$ cat config.mk
export PLATFORM = sky130hd
export DESIGN_NAME = mul_en_12_flat
export DESIGN_NICKNAME = d
export VERILOG_FILES = /design/src/rtl/mul_en_12_if.sv /design/src/rtl/mul_en_12.sv /design/src/flat_wrapper.sv
export SDC_FILE = /design/constraint.sdc
export NUM_CORES = 1
export LEC_CHECK = 0
export ABC_AREA = 1
export ABC_CLOCK_PERIOD_IN_PS = 4500
export BUFFER_PORTS_ARGS = -buffer_cell sky130_fd_sc_hd__buf_4
export CAP_MARGIN = 20
export CORE_MARGIN = 2
export CORE_UTILIZATION = 42
export CTS_CLUSTER_SIZE = 40
export DETAILED_ROUTE_END_ITERATION = 10
export RECOVER_POWER = 25
export SLEW_MARGIN = 25
export SYNTH_ARGS = -nofsm -noshare
export SYNTH_HDL_FRONTEND = slang
export SYNTH_SLANG_ARGS = --single-unit
$ cat constraint.sdc
create_clock -name clk_i -period 4.5 [get_ports clk_i]
set_input_delay 1.125 -clock clk_i [delete_from_list [all_inputs] [get_ports clk_i]]
set_output_delay 1.125 -clock clk_i [all_outputs]
set_load 0.01 [all_outputs]
$ cat src/rtl/mul_en_12_if.sv
// Operand/product bundle for the 12-bit floating-point multiplier.
// The slave side is the multiplier; the master side is whoever feeds it.
interface mul_en_12_if;
  logic        en_i;
  logic        valid_i;
  logic [11:0] data_1_i;
  logic [11:0] data_2_i;
  logic        valid_o;
  logic [11:0] data_prod_o;

  modport slave (
    input  en_i,
    input  valid_i,
    input  data_1_i,
    input  data_2_i,
    output valid_o,
    output data_prod_o
  );

  modport master (
    output en_i,
    output valid_i,
    output data_1_i,
    output data_2_i,
    input  valid_o,
    input  data_prod_o
  );
endinterface

$ cat src/rtl/mul_en_12.sv
// 3-stage pipelined multiplier for the 1/5/6 (bias 15) neuron number format.
// Stage 1 splits operands, stage 2 multiplies mantissas and rebiases the
// exponent, stage 3 normalises, rounds half-up and clamps. A single enable
// freezes every register, data and valid alike.
module mul_en_12 (
  input  logic        clk_i,
  input  logic        rst_n_i,
  mul_en_12_if.slave  bus
);

  // Stage 1 state
  logic       r_s1_valid;
  logic       r_s1_sign;
  logic       r_s1_zero;
  logic [6:0] r_s1_esum;
  logic [6:0] r_s1_man_a;
  logic [6:0] r_s1_man_b;

  // Stage 2 state
  logic        r_s2_valid;
  logic        r_s2_sign;
  logic        r_s2_zero;
  logic [13:0] r_s2_prod;
  logic [7:0]  r_s2_eb;     // two's complement, range -15..47

  // Stage 3 state (drives the outputs)
  logic        r_valid_o;
  logic [11:0] r_prod_o;

  // Stage 1 combinational
  logic       w_s1_zero;
  logic [6:0] w_s1_esum;

  assign w_s1_zero = (bus.data_1_i[10:6] == 5'd0) | (bus.data_2_i[10:6] == 5'd0);
  assign w_s1_esum = {2'b00, bus.data_1_i[10:6]} + {2'b00, bus.data_2_i[10:6]};

  // Stage 2 combinational
  logic [13:0] w_s2_prod;
  logic [7:0]  w_s2_eb;

  assign w_s2_prod = {7'd0, r_s1_man_a} * {7'd0, r_s1_man_b};
  assign w_s2_eb   = {1'b0, r_s1_esum} - 8'd15;

  // Stage 3 combinational: normalise, round, classify
  logic        w_hi;
  logic [5:0]  w_man_raw;
  logic        w_rnd;
  logic [6:0]  w_man_sum;
  logic [8:0]  w_exp;
  logic        w_underflow;
  logic        w_overflow;
  logic [11:0] w_prod_next;

  // Product of two 1.x mantissas lies in [1,4); bit 13 marks the [2,4) case.
  assign w_hi      = r_s2_prod[13];
  assign w_man_raw = w_hi ? r_s2_prod[12:7] : r_s2_prod[11:6];
  assign w_rnd     = w_hi ? r_s2_prod[6]    : r_s2_prod[5];
  assign w_man_sum = {1'b0, w_man_raw} + {6'd0, w_rnd};

  // Sign-extended 9-bit exponent absorbs both the normalise and the
  // rounding-carry increments without wrapping.
  assign w_exp = {r_s2_eb[7], r_s2_eb} + {8'd0, w_hi} + {8'd0, w_man_sum[6]};

  assign w_underflow = w_exp[8] | (w_exp == 9'd0);
  assign w_overflow  = ~w_exp[8] & (w_exp[7:5] != 3'd0);

  // Result selection: zero beats underflow beats saturation beats normal.
  always_comb begin
    w_prod_next = {r_s2_sign, w_exp[4:0], w_man_sum[5:0]};
    if (r_s2_zero) begin
      w_prod_next = 12'h000;
    end else if (w_underflow) begin
      w_prod_next = 12'h000;
    end else if (w_overflow) begin
      w_prod_next = {r_s2_sign, 5'd31, 6'h3F};
    end
  end

  // Stage 1: capture sign, zero flag, exponent sum and hidden-bit mantissas.
  always_ff @(posedge clk_i or negedge rst_n_i) begin
    if (!rst_n_i) begin
      r_s1_valid <= 1'b0;
      r_s1_sign  <= 1'b0;
      r_s1_zero  <= 1'b0;
      r_s1_esum  <= 7'd0;
      r_s1_man_a <= 7'd0;
      r_s1_man_b <= 7'd0;
    end else if (bus.en_i) begin
      r_s1_valid <= bus.valid_i;
      r_s1_sign  <= bus.data_1_i[11] ^ bus.data_2_i[11];
      r_s1_zero  <= w_s1_zero;
      r_s1_esum  <= w_s1_esum;
      r_s1_man_a <= {1'b1, bus.data_1_i[5:0]};
      r_s1_man_b <= {1'b1, bus.data_2_i[5:0]};
    end
  end

  // Stage 2: mantissa product and rebiased exponent; flags ride along.
  always_ff @(posedge clk_i or negedge rst_n_i) begin
    if (!rst_n_i) begin
      r_s2_valid <= 1'b0;
      r_s2_sign  <= 1'b0;
      r_s2_zero  <= 1'b0;
      r_s2_prod  <= 14'd0;
      r_s2_eb    <= 8'd0;
    end else if (bus.en_i) begin
      r_s2_valid <= r_s1_valid;
      r_s2_sign  <= r_s1_sign;
      r_s2_zero  <= r_s1_zero;
      r_s2_prod  <= w_s2_prod;
      r_s2_eb    <= w_s2_eb;
    end
  end

  // Stage 3: register the packed result so the outputs come straight from flops.
  always_ff @(posedge clk_i or negedge rst_n_i) begin
    if (!rst_n_i) begin
      r_valid_o <= 1'b0;
      r_prod_o  <= 12'h000;
    end else if (bus.en_i) begin
      r_valid_o <= r_s2_valid;
      r_prod_o  <= w_prod_next;
    end
  end

  assign bus.valid_o     = r_valid_o;
  assign bus.data_prod_o = r_prod_o;

endmodule

$ cat src/flat_wrapper.sv
// flat-port wrapper written by rule: the top's interface ports become plain ports
module mul_en_12_flat 
  (clk_i, rst_n_i, bus_en_i, bus_valid_i, bus_data_1_i, bus_data_2_i, bus_valid_o, bus_data_prod_o);
  mul_en_12_if bus_i ();
  input  logic clk_i;
  input  logic rst_n_i;
  input wire logic [$bits(bus_i.en_i)-1:0] bus_en_i;
  input wire logic [$bits(bus_i.valid_i)-1:0] bus_valid_i;
  input wire logic [$bits(bus_i.data_1_i)-1:0] bus_data_1_i;
  input wire logic [$bits(bus_i.data_2_i)-1:0] bus_data_2_i;
  output wire logic [$bits(bus_i.valid_o)-1:0] bus_valid_o;
  output wire logic [$bits(bus_i.data_prod_o)-1:0] bus_data_prod_o;
  assign bus_i.en_i = bus_en_i;
  assign bus_i.valid_i = bus_valid_i;
  assign bus_i.data_1_i = bus_data_1_i;
  assign bus_i.data_2_i = bus_data_2_i;
  assign bus_valid_o = bus_i.valid_o;
  assign bus_data_prod_o = bus_i.data_prod_o;
  mul_en_12 u_core (.clk_i(clk_i), .rst_n_i(rst_n_i), .bus(bus_i));
endmodule
# After elaboration in Yosys (flattened, before gate mapping)
# Cells that the tools add are included.
# op_classes
n_addsub	5
n_mul	1
muxes	5
bitwise_logic	5
n_reduce_logical	4
# ops
op	count
$mux 12	2
$mul 7x7->14	1
$mux 11	1
$logic_not 5->1	2
$add 8x2->9	1
$add 9x1->9	1
$logic_not 9->1	1
$sub 7x4->8 const B	1
$add 6x1->7	1
$add 5x5->6	1
$mux 6	1
$reduce_bool 3->1	1
$or 1x1->1	2
$and 1x1->1	1
$mux 1	1
$not 1->1	1
$xor 1x1->1	1
# word_totals
ff_bits	62
in_bits	28
output_inout_bits	13
wordCells	33

# Depth between registers and ports, before layout
# Gate-level depths: netlist of run 1.
# logic_depth
word_depth	8
mapped_depth	21
mapped_depth_nobuf	21

# Least setup slack after synthesis of run 1
# Ideal clock, no wire load.
# synth_timing
path_type	flip-flop to flip-flop
from	register u_core.r_s1_man_b[6]
to	register u_core.r_s2_prod[13]
setup_time_ns	0.117
arrival_time_ns	3.924
setup_slack_ns	0.459
stages_incl_launch_ff	15
n_path_buf	1
synth_period_minus_slack_ns	4.041
cell_sequence	dfrtp_1 clkbuf_1 nand2_1 fa_1 fa_1 inv_1 fa_1 fa_1 ha_1 a21oi_1 o21ai_0 a21oi_1 nand3_1 nand3_1 nand2_1
# synth_via
elab_chain_cells	1
# synth_rtl
element	line	text
start, declared	mul_en_12.sv:17	logic [6:0] r_s1_man_b;
start signal, assigned	mul_en_12.sv:94	r_s1_man_b <= {1'b1, bus.data_2_i[5:0]};
$mul 7x7->14	mul_en_12.sv:41	assign w_s2_prod = {7'd0, r_s1_man_a} * {7'd0, r_s1_man_b};
end signal, assigned	mul_en_12.sv:110	r_s2_prod <= w_s2_prod;
end, declared	mul_en_12.sv:23	logic [13:0] r_s2_prod;
# No other way between the ends.
# A chain may end at the register's enable or synchronous reset.

# Worst setup path in the final report of run 1
# layout_timing
from	register u_core.r_s1_man_b[3]
to	register u_core.r_s2_prod[13]
# Same word-level chain as after synthesis.

==> flow_summary_export.csv, run 1 <==
group,metric,value,unit
status,status,"finished with violations",
status,violations,"max-capacitance violations, max-slew violations",
power,power_density,429.6,nW/µm²
worst_setup_path,crit_top_cell,"fa_1",
detailed_routing,wire_per_inst,11.56,µm
detailed_routing,met1_length,4.141,mm
grt,grt_overflow,0,
logic_synthesis,ys_types,33,
die,ios,41,
layout,mostFrequentLayoutCells,"nand2_1, inv_1, dfrtp_1",
cts,cts_buffers,5,
detailed_routing,wl,8.729,mm
detailed_routing,drt_pass1_iterations,4,
worst_hold_path,whs_path_depth,2,
worst_setup_path,cp_num_buf_inv,3,
worst_setup_path,r2r-end,"u_core.r_s2_prod[13]",
timing,grt_setup_unrepaired,"false",
layout,final_util,47.67,%
logic_synthesis,yosysWarnings,0,
cts,cts_resized,0,
cts,cts_max_level,2,
die,dieWidth,106.5,µm
detailed_routing,route.vias.total,3547,
timing,tns,0,ps
timing,fin_crit,4072,ps
cts,cts.reportedPaths.clkPinSlew,100,ps
logic_synthesis,syn_area_per_cell,7.480,µm²
cts,post_cts_buffers,0,
place,portBuffers,40,
detailed_routing,initialDrtViolationCount,140,
cts,cts_tree,"built",
place,hpwlAfterDp,6.929,mm
detailed_routing,drc_errors,0,
worst_setup_path,path_delay_family,"adder cells",
worst_setup_path,ff2ff_setup_slack,430,ps
detailed_routing,antenna_left,0,
grt,first_global_vias,3547,
logic_synthesis,synthesis.area,4413,µm²
worst_setup_path,slowest_stage,"fa_1",
detailed_routing,routed.top_layer,"met4",
cts,clockBufferDepth,2,
layout,syn_to_final_growth,11.03,%
timing,slew-limit-headroom,-93.10,%
worst_hold_path,holdCritPathClass,"register to register",
cts,clock-sinks,55,
worst_setup_path,r2r_cells,15,
logic_synthesis,synth_nets,682,
power,ir_drop,0.1852,mV
cts,insertion_delay,310,ps
layout,drive_above_1_share,10.66,%
place,dp.cells,747,
cts,cts_root_buffer,"clkbuf_8",
cts,hold_buffers,0,
worst_setup_path,startpoint_type,"register",
layout,antennaDiodeCount,0,
worst_setup_path,crit_start,"u_core.r_s1_man_b[3]",
die,core,10280,µm²
grt,antenna_found_initial,0,
layout,fin_cells,755,
worst_hold_path,min-delay-start,"u_core.r_s1_zero",
worst_setup_path,max_stage_delay,530,ps
worst_setup_path,r2r_start,"u_core.r_s1_man_b[3]",
layout,final.fill_count,1044,
timing,finalClockSkew,6.099,ps
power,leakage,2.805,nW
die,start_util,42.94,%
worst_setup_path,cp.arrival,4280,ps
run,cap_viol_max_count,1,
worst_setup_path,cp.required,4710,ps
grt,grt_max_degree,56,
timing,fmax,0.2456,GHz
worst_setup_path,path_cells,"nand2_1 > inv_1 > fa_1 > inv_1 > fa_1 > inv_1 > fa_1 > fa_1 > ha_1 > a21oi_1 > o21ai_0 > a21oi_1 > nand3_1 > nand3_1 > nand2_1",
timing,finalMaxSlewViolations,56,
timing,hold_viol,0,
detailed_routing,via_per_inst,4.698,
logic_synthesis,synthTopCellsByArea,"dfrtp_1, nand2_1, fa_1",
die,die_area,11340,µm²
logic_synthesis,syn_inst,590,
worst_setup_path,cp-end-kind,"register",
logic_synthesis,seq_area_frac_synth,31.19,%
grt,grt_pass1_wl,15.83,mm
die,die_y,106.5,µm
worst_setup_path,path_class,"register to register",
timing,worst_pin_slew,2896,ps
timing,period_share,90.50,%
timing,whs,478.9,ps
die,rows,37,
timing,setup_viol,0,
detailed_routing,wl_met3,234,µm
logic_synthesis,netlist.area_leader.share,31.19,%
worst_setup_path,critPathMaxFanout,8,
worst_hold_path,holdPathEnd,"u_core.r_s2_zero",
layout,mostFrequentLayoutCell,"nand2_1",
logic_synthesis,synth_top_area_cell,"dfrtp_1",
layout,final_nets,710,
logic_synthesis,synth-seq-cells,55,
grt,grtUsageTotal,16.94,%
place,gp_congestion,0.9102,
detailed_routing,wl_met2,4.175,mm
[power by group]
group,internal (mW),switching (mW),total (mW)
registers,0.607,0.0985,0.705
clock network,0.110,0.166,0.276
logic,0.463,0.660,1.12
total,1.18,0.924,2.10
[Yosys cell counts (all sizes together)]
| master | count |
|---|---|
| ha | 39 |
| xnor2 | 8 |
| clkbuf | 16 |
| nand2 | 214 |
| nand3b | 2 |
| xor2 | 2 |
| o21ai | 36 |
| buf | 5 |
| nand4 | 5 |
| dfrtp | 55 |
| o21a | 1 |
| a31oi | 3 |
| a21boi | 1 |
| a21oi | 23 |
| or2 | 2 |
| o22ai | 2 |
| fa | 25 |
| inv | 93 |
| nor2 | 29 |
| nor3 | 4 |
| o21bai | 1 |
| nand3 | 23 |
| a22oi | 1 |
[through the flow]
step           setup WS, ps  cell area [µm²]  power, mW
3_3_place_gp          515.1             4816      1.833
4_1_cts               419.5             4903      2.131
2_1_floorplan         458.9             4413      1.544
3_5_place_dp          439.4             4816      1.839
5_1_grt               95.08             4900      2.353
6_report              427.5             4900      2.105
[tightest hold or removal path, delay by kind of cell, from the launching register on]
family,cells,cell delay [ps]
AND/OR/NAND/NOR,2,100
flip-flops,1,360
[cell families (layout without fill, tap and decap cells)]
kind of cell             count (synthesis)  after routing  share of synthesized area, %
AND/OR/NAND/NOR                        279            279                         26.25
buffers and inverters                  114            143                         9.838
AO/OA/AOI/OAI                           68             68                         8.336
adder cells (fa/ha/maj)                 64             64                         22.40
flip-flops                              55             55                         31.19
XOR/XNOR                                10             10                         1.985
[worst max-delay path by stage]
stage                            to  cells after the start
2_1_floorplan  u_core.r_s2_prod[13]                     14
3_3_place_gp   u_core.r_s2_prod[13]                     15
3_5_place_dp   u_core.r_s2_prod[13]                     15
4_1_cts        u_core.r_s2_prod[13]                     15
5_1_grt        u_core.r_s2_prod[13]                     13
6_report       u_core.r_s2_prod[13]                     15
[cell type report]
class | count | area, µm² | share of cell area (%)
Timing Repair Buffer | 42 | 311.5 | 6.359
Clock buffer | 5 | 68.82 | 1.404
Tap cell | 136 | 170.2 | 3.473
Sequential cell | 55 | 1376 | 28.09
Multi-Input combinational cell | 421 | 2603 | 53.12
Clock inverter | 3 | 18.77 | 0.3830
Inverter | 93 | 351.6 | 7.176
[flip-flops by register name, indices dropped and copies added (netlist names)]
name                    cells
u_core.bus.data_prod_o     12
u_core.r_s2_prod            9
u_core.r_s2_eb              8
u_core.r_s1_man_b           7
u_core.r_s1_esum            6
u_core.r_s1_man_a           6
u_core.bus.valid_o          1
u_core.r_s1_sign            1
u_core.r_s1_valid           1
u_core.r_s1_zero            1
u_core.r_s2_sign            1
u_core.r_s2_valid           1
u_core.r_s2_zero            1
[routing by layer]
metal / vias to the layer above / track usage (%)
li1: 1880 / -
met3: 15 / 2.269
met4: 0 / 4.917
met2: 50 / 29.90
met1: 1602 / 21.68
met5: - / 0
Note: power is estimated with default switching activity, not from simulation.
==> inputs of run 2 (changes only) <==
--- a/config.mk
+++ b/config.mk
@@ -6,7 +6,7 @@
 export NUM_CORES = 1
 export LEC_CHECK = 0
 export ABC_AREA = 1
-export ABC_CLOCK_PERIOD_IN_PS = 4500
+export ABC_CLOCK_PERIOD_IN_PS = 3710
 export BUFFER_PORTS_ARGS = -buffer_cell sky130_fd_sc_hd__buf_4
 export CAP_MARGIN = 20
 export CORE_MARGIN = 2
==> constraint.sdc (replaced) <==
create_clock -name clk_i -period 3.71 [get_ports clk_i]
set_input_delay 0.9275 -clock clk_i [delete_from_list [all_inputs] [get_ports clk_i]]
set_output_delay 0.9275 -clock clk_i [all_outputs]
set_load 0.01 [all_outputs]
==> run 2 against run 1 <==
  * The run now ends clean
  * Via count up 6.5%
  * Global-route usage up 0.59 points
  * Sequential share of layout area down 2.5 points
  * Worst hold slack better by 4.1 ps
  * Flip-flop and latch count unchanged
  * Maximum frequency up 11%
  * Clock skew up 2.5 ps
  * Wire length up 9.0%
  * Non-clock buffer count up 26
  * Critical endpoint is now u_core.r_s2_prod[11]
  * Highest routed layer unchanged
==> flow_summary_export.csv, run 2 (synthesis results as in run 1) <==
group,metric,value,unit
status,status,"complete, no violations",
die,start_util,42.94,%
cts,cts_tree,"built",
place,hpwlAfterDp,7.321,mm
timing,setup_viol,0,
layout,largest_reg_flops,12,
power,clkPwrFrac,13.0,%
worst_setup_path,cp.required,3900,ps
layout,drive_above_1_share,20.78,%
worst_setup_path,cp-end-kind,"register",
die,rows,37,
timing,fin_crit,3680,ps
cts,cts_max_level,2,
worst_hold_path,holdCritPathClass,"register to register",
worst_setup_path,critPathMaxFanout,4,
place,placed_area,5017,µm²
cts,cts_root_buffer,"clkbuf_8",
grt,grt_max_degree,56,
timing,grt_setup_unrepaired,"true",
cts,cts_buffers,5,
grt,grt_pass1_wl,16.44,mm
place,dp_slack,-140.3,ps
die,dieWidth,106.5,µm
power,internal_power,1.791,mW
timing,finalClockSkew,8.631,ps
timing,hold_viol,0,
power,power_switching,1.332,mW
layout,final_nets,736,
power,leakage,2.960,nW
detailed_routing,initialDrtViolationCount,138,
timing,fmax,0.2717,GHz
power,power_density,580.9,nW/µm²
cts,hold_buffers,0,
die,die_y,106.5,µm
timing,fin_ws,29.71,ps
power,pwr-share-seq,27.1,%
worst_setup_path,cp.arrival,3870,ps
layout,syn_to_final_growth,21.83,%
power,ir_drop,0.2793,mV
layout,antennaDiodeCount,0,
grt,antenna_found_initial,0,
place,gp_congestion,0.8874,
detailed_routing,wl,9.511,mm
timing,finalMaxSlewViolations,0,
power,combPwrFrac,60.0,%
grt,grt_overflow,0,
detailed_routing,drt_pass1_iterations,6,
layout,final.fill_count,1015,
detailed_routing,antenna_left,0,
place,portBuffers,40,
grt,first_global_vias,3777,
cts,clock-sinks,55,
worst_setup_path,ff2ff_setup_slack,30,ps
layout,finish.instance_area,5376,µm²
run,cap_viol_max_count,0,
timing,slew-limit-headroom,7.695,%
detailed_routing,via_per_inst,4.839,
layout,mostFrequentLayoutCell,"nand2_1",
layout,mostFrequentLayoutCells,"nand2_1, inv_1, buf_4",
timing,period_share,99.20,%
grt,grtUsageTotal,17.54,%
detailed_routing,wire_per_inst,12.18,µm
die,die_area,11340,µm²
cts,insertion_delay,310,ps
worst_setup_path,startpoint_type,"register",
timing,worst_pin_slew,1385,ps
cts,clockBufferDepth,2,
die,ios,41,
detailed_routing,route.vias.total,3779,
worst_setup_path,path_class,"register to register",
cts,cts.reportedPaths.clkPinSlew,100,ps
power,switching_share,42.66,%
die,core,10280,µm²
detailed_routing,drc_errors,0,
-- run 2: changes by cell type in the layout (fill, tap and decap cells not counted), sizes merged --
cell,before,now
buf,41,67
clkbuf,6,7
clkinv,2,0
bufinv,0,1
-- run 2: through the flow --
| step | power [mW] | TNS, ps | cells | hold WS (ps) | util [%] |
|---|---|---|---|---|---|
| final | 3.123 | 0 | 781 | 483.0 | 52.31 |
| after CTS | 2.856 | 0 | 778 | 492.0 | 50.41 |
| after global routing | 3.415 | -545.6 | 781 | 515.2 | 52.31 |
| after global placement | 2.319 | -127.0 | 769 | 460.0 | 48.82 |
| after detailed placement | 2.347 | -256.8 | 769 | 466.9 | 48.82 |
| after floorplan | 1.900 | 0 | 590 | 441.7 | - |
-- run 2: area by class of cell --
class	instances	area, µm²	share of cell area [%]
multi-input cells	421	2846	52.94
flip-flops and latches	55	1376	25.60
repair buffers	68	520.5	9.681
inverters	93	351.6	6.539
well taps	136	170.2	3.165
clock buffers	6	72.57	1.350
clock inverters	2	38.79	0.7214
-- run 2: routing by layer --
metal	routed length [µm]	global-route usage (%)
met1	4196	21.43
met2	4844	32.28
met3	273	2.452
met4	196	4.638
met5	0	0
-- run 2: worst paths after layout --
check,end,depth (start not counted),start
setup / recovery,u_core.r_s2_prod[11],14,u_core.r_s1_man_b[6]
hold reg to reg,u_core.r_s1_valid,2,u_core.r_s1_valid
setup reg to reg,u_core.r_s2_prod[11],14,u_core.r_s1_man_b[6]
min in group asynchronous,u_core.r_s1_sign,1,rst_n_i
max in group asynchronous,u_core.r_s1_man_a[0],1,rst_n_i
hold / removal,u_core.r_s1_valid,2,u_core.r_s1_valid
-- run 2: timing repair --
item,4_1_cts,5_1_grt
pin swaps,5,15
setup endpoints to repair,6,8
resized for setup,11,38
setup buffers,1,3
-- run 2: worst max-delay path, stage by stage (launching register included) --
cell and delay, ps:
dfrtp_1 440, nand2_2 80, fa_1 530, fa_1 570, inv_1 60, fa_1 500
fa_2 460, ha_4 340, nand2_4 80, nor2_2 110, nand4_1 110, nand3_1 110
nand2_1 50, nand3_1 60, o21ai_0 80
-- run 2: power groups by stage --
| stage | sequential, mW | combinational, mW | clock, mW |
|---|---|---|---|
| floorplan | 0.843 | 1.06 | 0 |
| global placement | 0.853 | 1.47 | 0 |
| detailed placement | 0.858 | 1.49 | 0 |
| CTS | 0.846 | 1.59 | 0.420 |
| global route | 0.865 | 2.11 | 0.439 |
| finish | 0.845 | 1.87 | 0.405 |
==> inputs of run 3 (changes only) <==
--- a/config.mk
+++ b/config.mk
@@ -14,6 +14,7 @@
 export CTS_CLUSTER_SIZE = 40
 export DETAILED_ROUTE_END_ITERATION = 10
 export RECOVER_POWER = 25
+export REMOVE_ABC_BUFFERS = 1
 export SLEW_MARGIN = 25
 export SYNTH_ARGS = -nofsm -noshare
 export SYNTH_HDL_FRONTEND = slang
==> run 3 against run 2 <==
  * Flip-flop and latch count stayed put
  * Wire length is 4.1% lower
  * Combinational power hardly changed
  * First-iteration DRC count is 14% lower
  * Sequential share of layout area is 0.36 points higher
  * Via count is 2.9% lower
  * Critical path type unchanged
  * Highest routed layer unchanged
==> flow_summary_export.csv, run 3 (synthesis results as in run 1) <==
group,metric,value,unit
status,status,"complete, no violations",
detailed_routing,wl,9.121,mm
grt,use_met2,31.23,%
grt,first_global_vias,3652,
die,ios,41,
worst_hold_path,holdCritPathClass,"register to register",
worst_setup_path,startpoint_type,"register",
grt,use_met1,22.66,%
layout,antennaDiodeCount,0,
detailed_routing,route.vias.total,3668,
power,leakage,2.958,nW
worst_setup_path,cp.arrival,3850,ps
grt,antenna_found_initial,0,
timing,finalClockSkew,12.69,ps
cts,cts.reportedPaths.clkPinSlew,110,ps
detailed_routing,drc_errors,0,
die,die_area,11340,µm²
timing,grt_setup_unrepaired,"true",
cts,insertion_delay,320,ps
timing,fmax,0.2728,GHz
cts,cts_root_buffer,"clkbuf_8",
timing,fin_ws,44.43,ps
die,dieWidth,106.5,µm
timing,worst_pin_slew,1356,ps
place,hpwlAfterDp,7.155,mm
layout,mostFrequentLayoutCells,"nand2_1, inv_1, buf_4",
power,ir_drop,0.2287,mV
die,start_util,42.94,%
detailed_routing,wire_per_inst,11.65,µm
timing,fin_crit,3666,ps
worst_hold_path,whs_path_depth,2,
detailed_routing,via_per_inst,4.685,
layout,mostFrequentLayoutCell,"nand2_1",
timing,slew-limit-headroom,9.585,%
place,gp_congestion,0.8722,
cts,hold_buffers,0,
die,rows,37,
layout,final_util,51.59,%
detailed_routing,antenna_left,0,
die,die_y,106.5,µm
place,dp_slack,-143.7,ps
place,placed_area,5019,µm²
timing,tns,0,ps
layout,syn_to_final_growth,20.16,%
cts,clockBufferDepth,2,
timing,finalMaxSlewViolations,0,
detailed_routing,drt_pass1_iterations,8,
worst_setup_path,critPathMaxFanout,4,
power,power_density,574.7,nW/µm²
grt,grt_max_degree,56,
layout,finish.instance_area,5303,µm²
cts,cts_buffers,5,
worst_setup_path,r2r_cells,15,
timing,setup_viol,0,
grt,grt_pass1_wl,16.34,mm
detailed_routing,initialDrtViolationCount,118,
cts,cts_max_level,2,
worst_setup_path,cp.required,3890,ps
timing,hold_viol,0,
layout,largest_reg_flops,12,
layout,final_nets,738,
layout,drive_above_1_share,18.70,%
worst_setup_path,cp-end-kind,"register",
worst_setup_path,crit_start,"u_core.r_s1_man_a[3]",
timing,period_share,98.80,%
worst_setup_path,path_class,"register to register",
cts,cts_tree,"built",
cts,clock-sinks,55,
grt,use_met3,1.839,%
die,core,10280,µm²
run,cap_viol_max_count,0,
grt,grt_overflow,0,
place,portBuffers,40,
worst_setup_path,r2r_start,"u_core.r_s1_man_a[3]",
worst_hold_path,min-delay-start,"u_core.r_s2_prod[12]",
grt,grt_busiest_layer,"met2",
grt,grtUsageTotal,17.56,%
==> run 3: per-stage QoR <==
step	hold slack, ps	instances	total power [mW]
finish	480.7	783	3.047
CTS	487.2	782	2.932
floorplan	441.7	569	1.857
global route	500.3	783	3.367
global placement	454.1	774	2.391
detailed placement	457.6	774	2.404
==> run 3: timing repair <==
item | in CTS | in global routing
setup endpoints to repair | 6 | 9
buffers inserted | 0 | 1
pin swaps | 5 | 14
hold endpoints to repair | 0 | 0
gates resized for setup | 16 | 21
==> run 3: worst max-delay path: stages, from the launching register on <==
cell and delay, ps:
dfrtp_1 390, nand2_1 80, inv_2 40, fa_1 520, inv_1 50, fa_1 490, inv_2 40, fa_1 530
fa_2 470, ha_4 320, nand2_1 110, o21bai_2 170, inv_1 50, nand2_1 70, xnor2_1 110, o21ai_0 90
==> run 3: cell type report <==
type	count	area, µm²
Clock buffer	5	68.82
Clock inverter	3	31.28
Multi-Input combinational cell	421	2778
Fill cell	1014	4975
Inverter	93	351.6
Timing Repair Buffer	70	526.8
Tap cell	136	170.2
Sequential cell	55	1376
==> run 3: layer usage <==
layer	wire length, µm	part of all wire [%]	vias to the layer above
li1	-	-	1936
met2	4397	48	57
met5	0	0	-
met3	245	2.7	14
met4	166	1.8	0
met1	4311	47	1661
==> run 3: path summary, 6_finish.rpt <==
check	to	slack (ps)
max in group asynchronous	u_core.bus.data_prod_o[2]	1990
min in group asynchronous	u_core.bus.data_prod_o[10]	900
worst max register to register	u_core.r_s2_prod[8]	40
worst max-delay path	u_core.r_s2_prod[8]	40
worst min register to register	u_core.r_s2_prod[12]	480
worst min-delay path	u_core.r_s2_prod[12]	480
==> run 3: report_power, final <==
| part | leakage, nW | internal (mW) | switching [mW] | total, mW |
|---|---|---|---|---|
| clock network | 0.0522 | 0.144 | 0.220 | 0.364 |
| logic | 2.24 | 0.860 | 0.985 | 1.84 |
| registers | 0.669 | 0.736 | 0.102 | 0.838 |
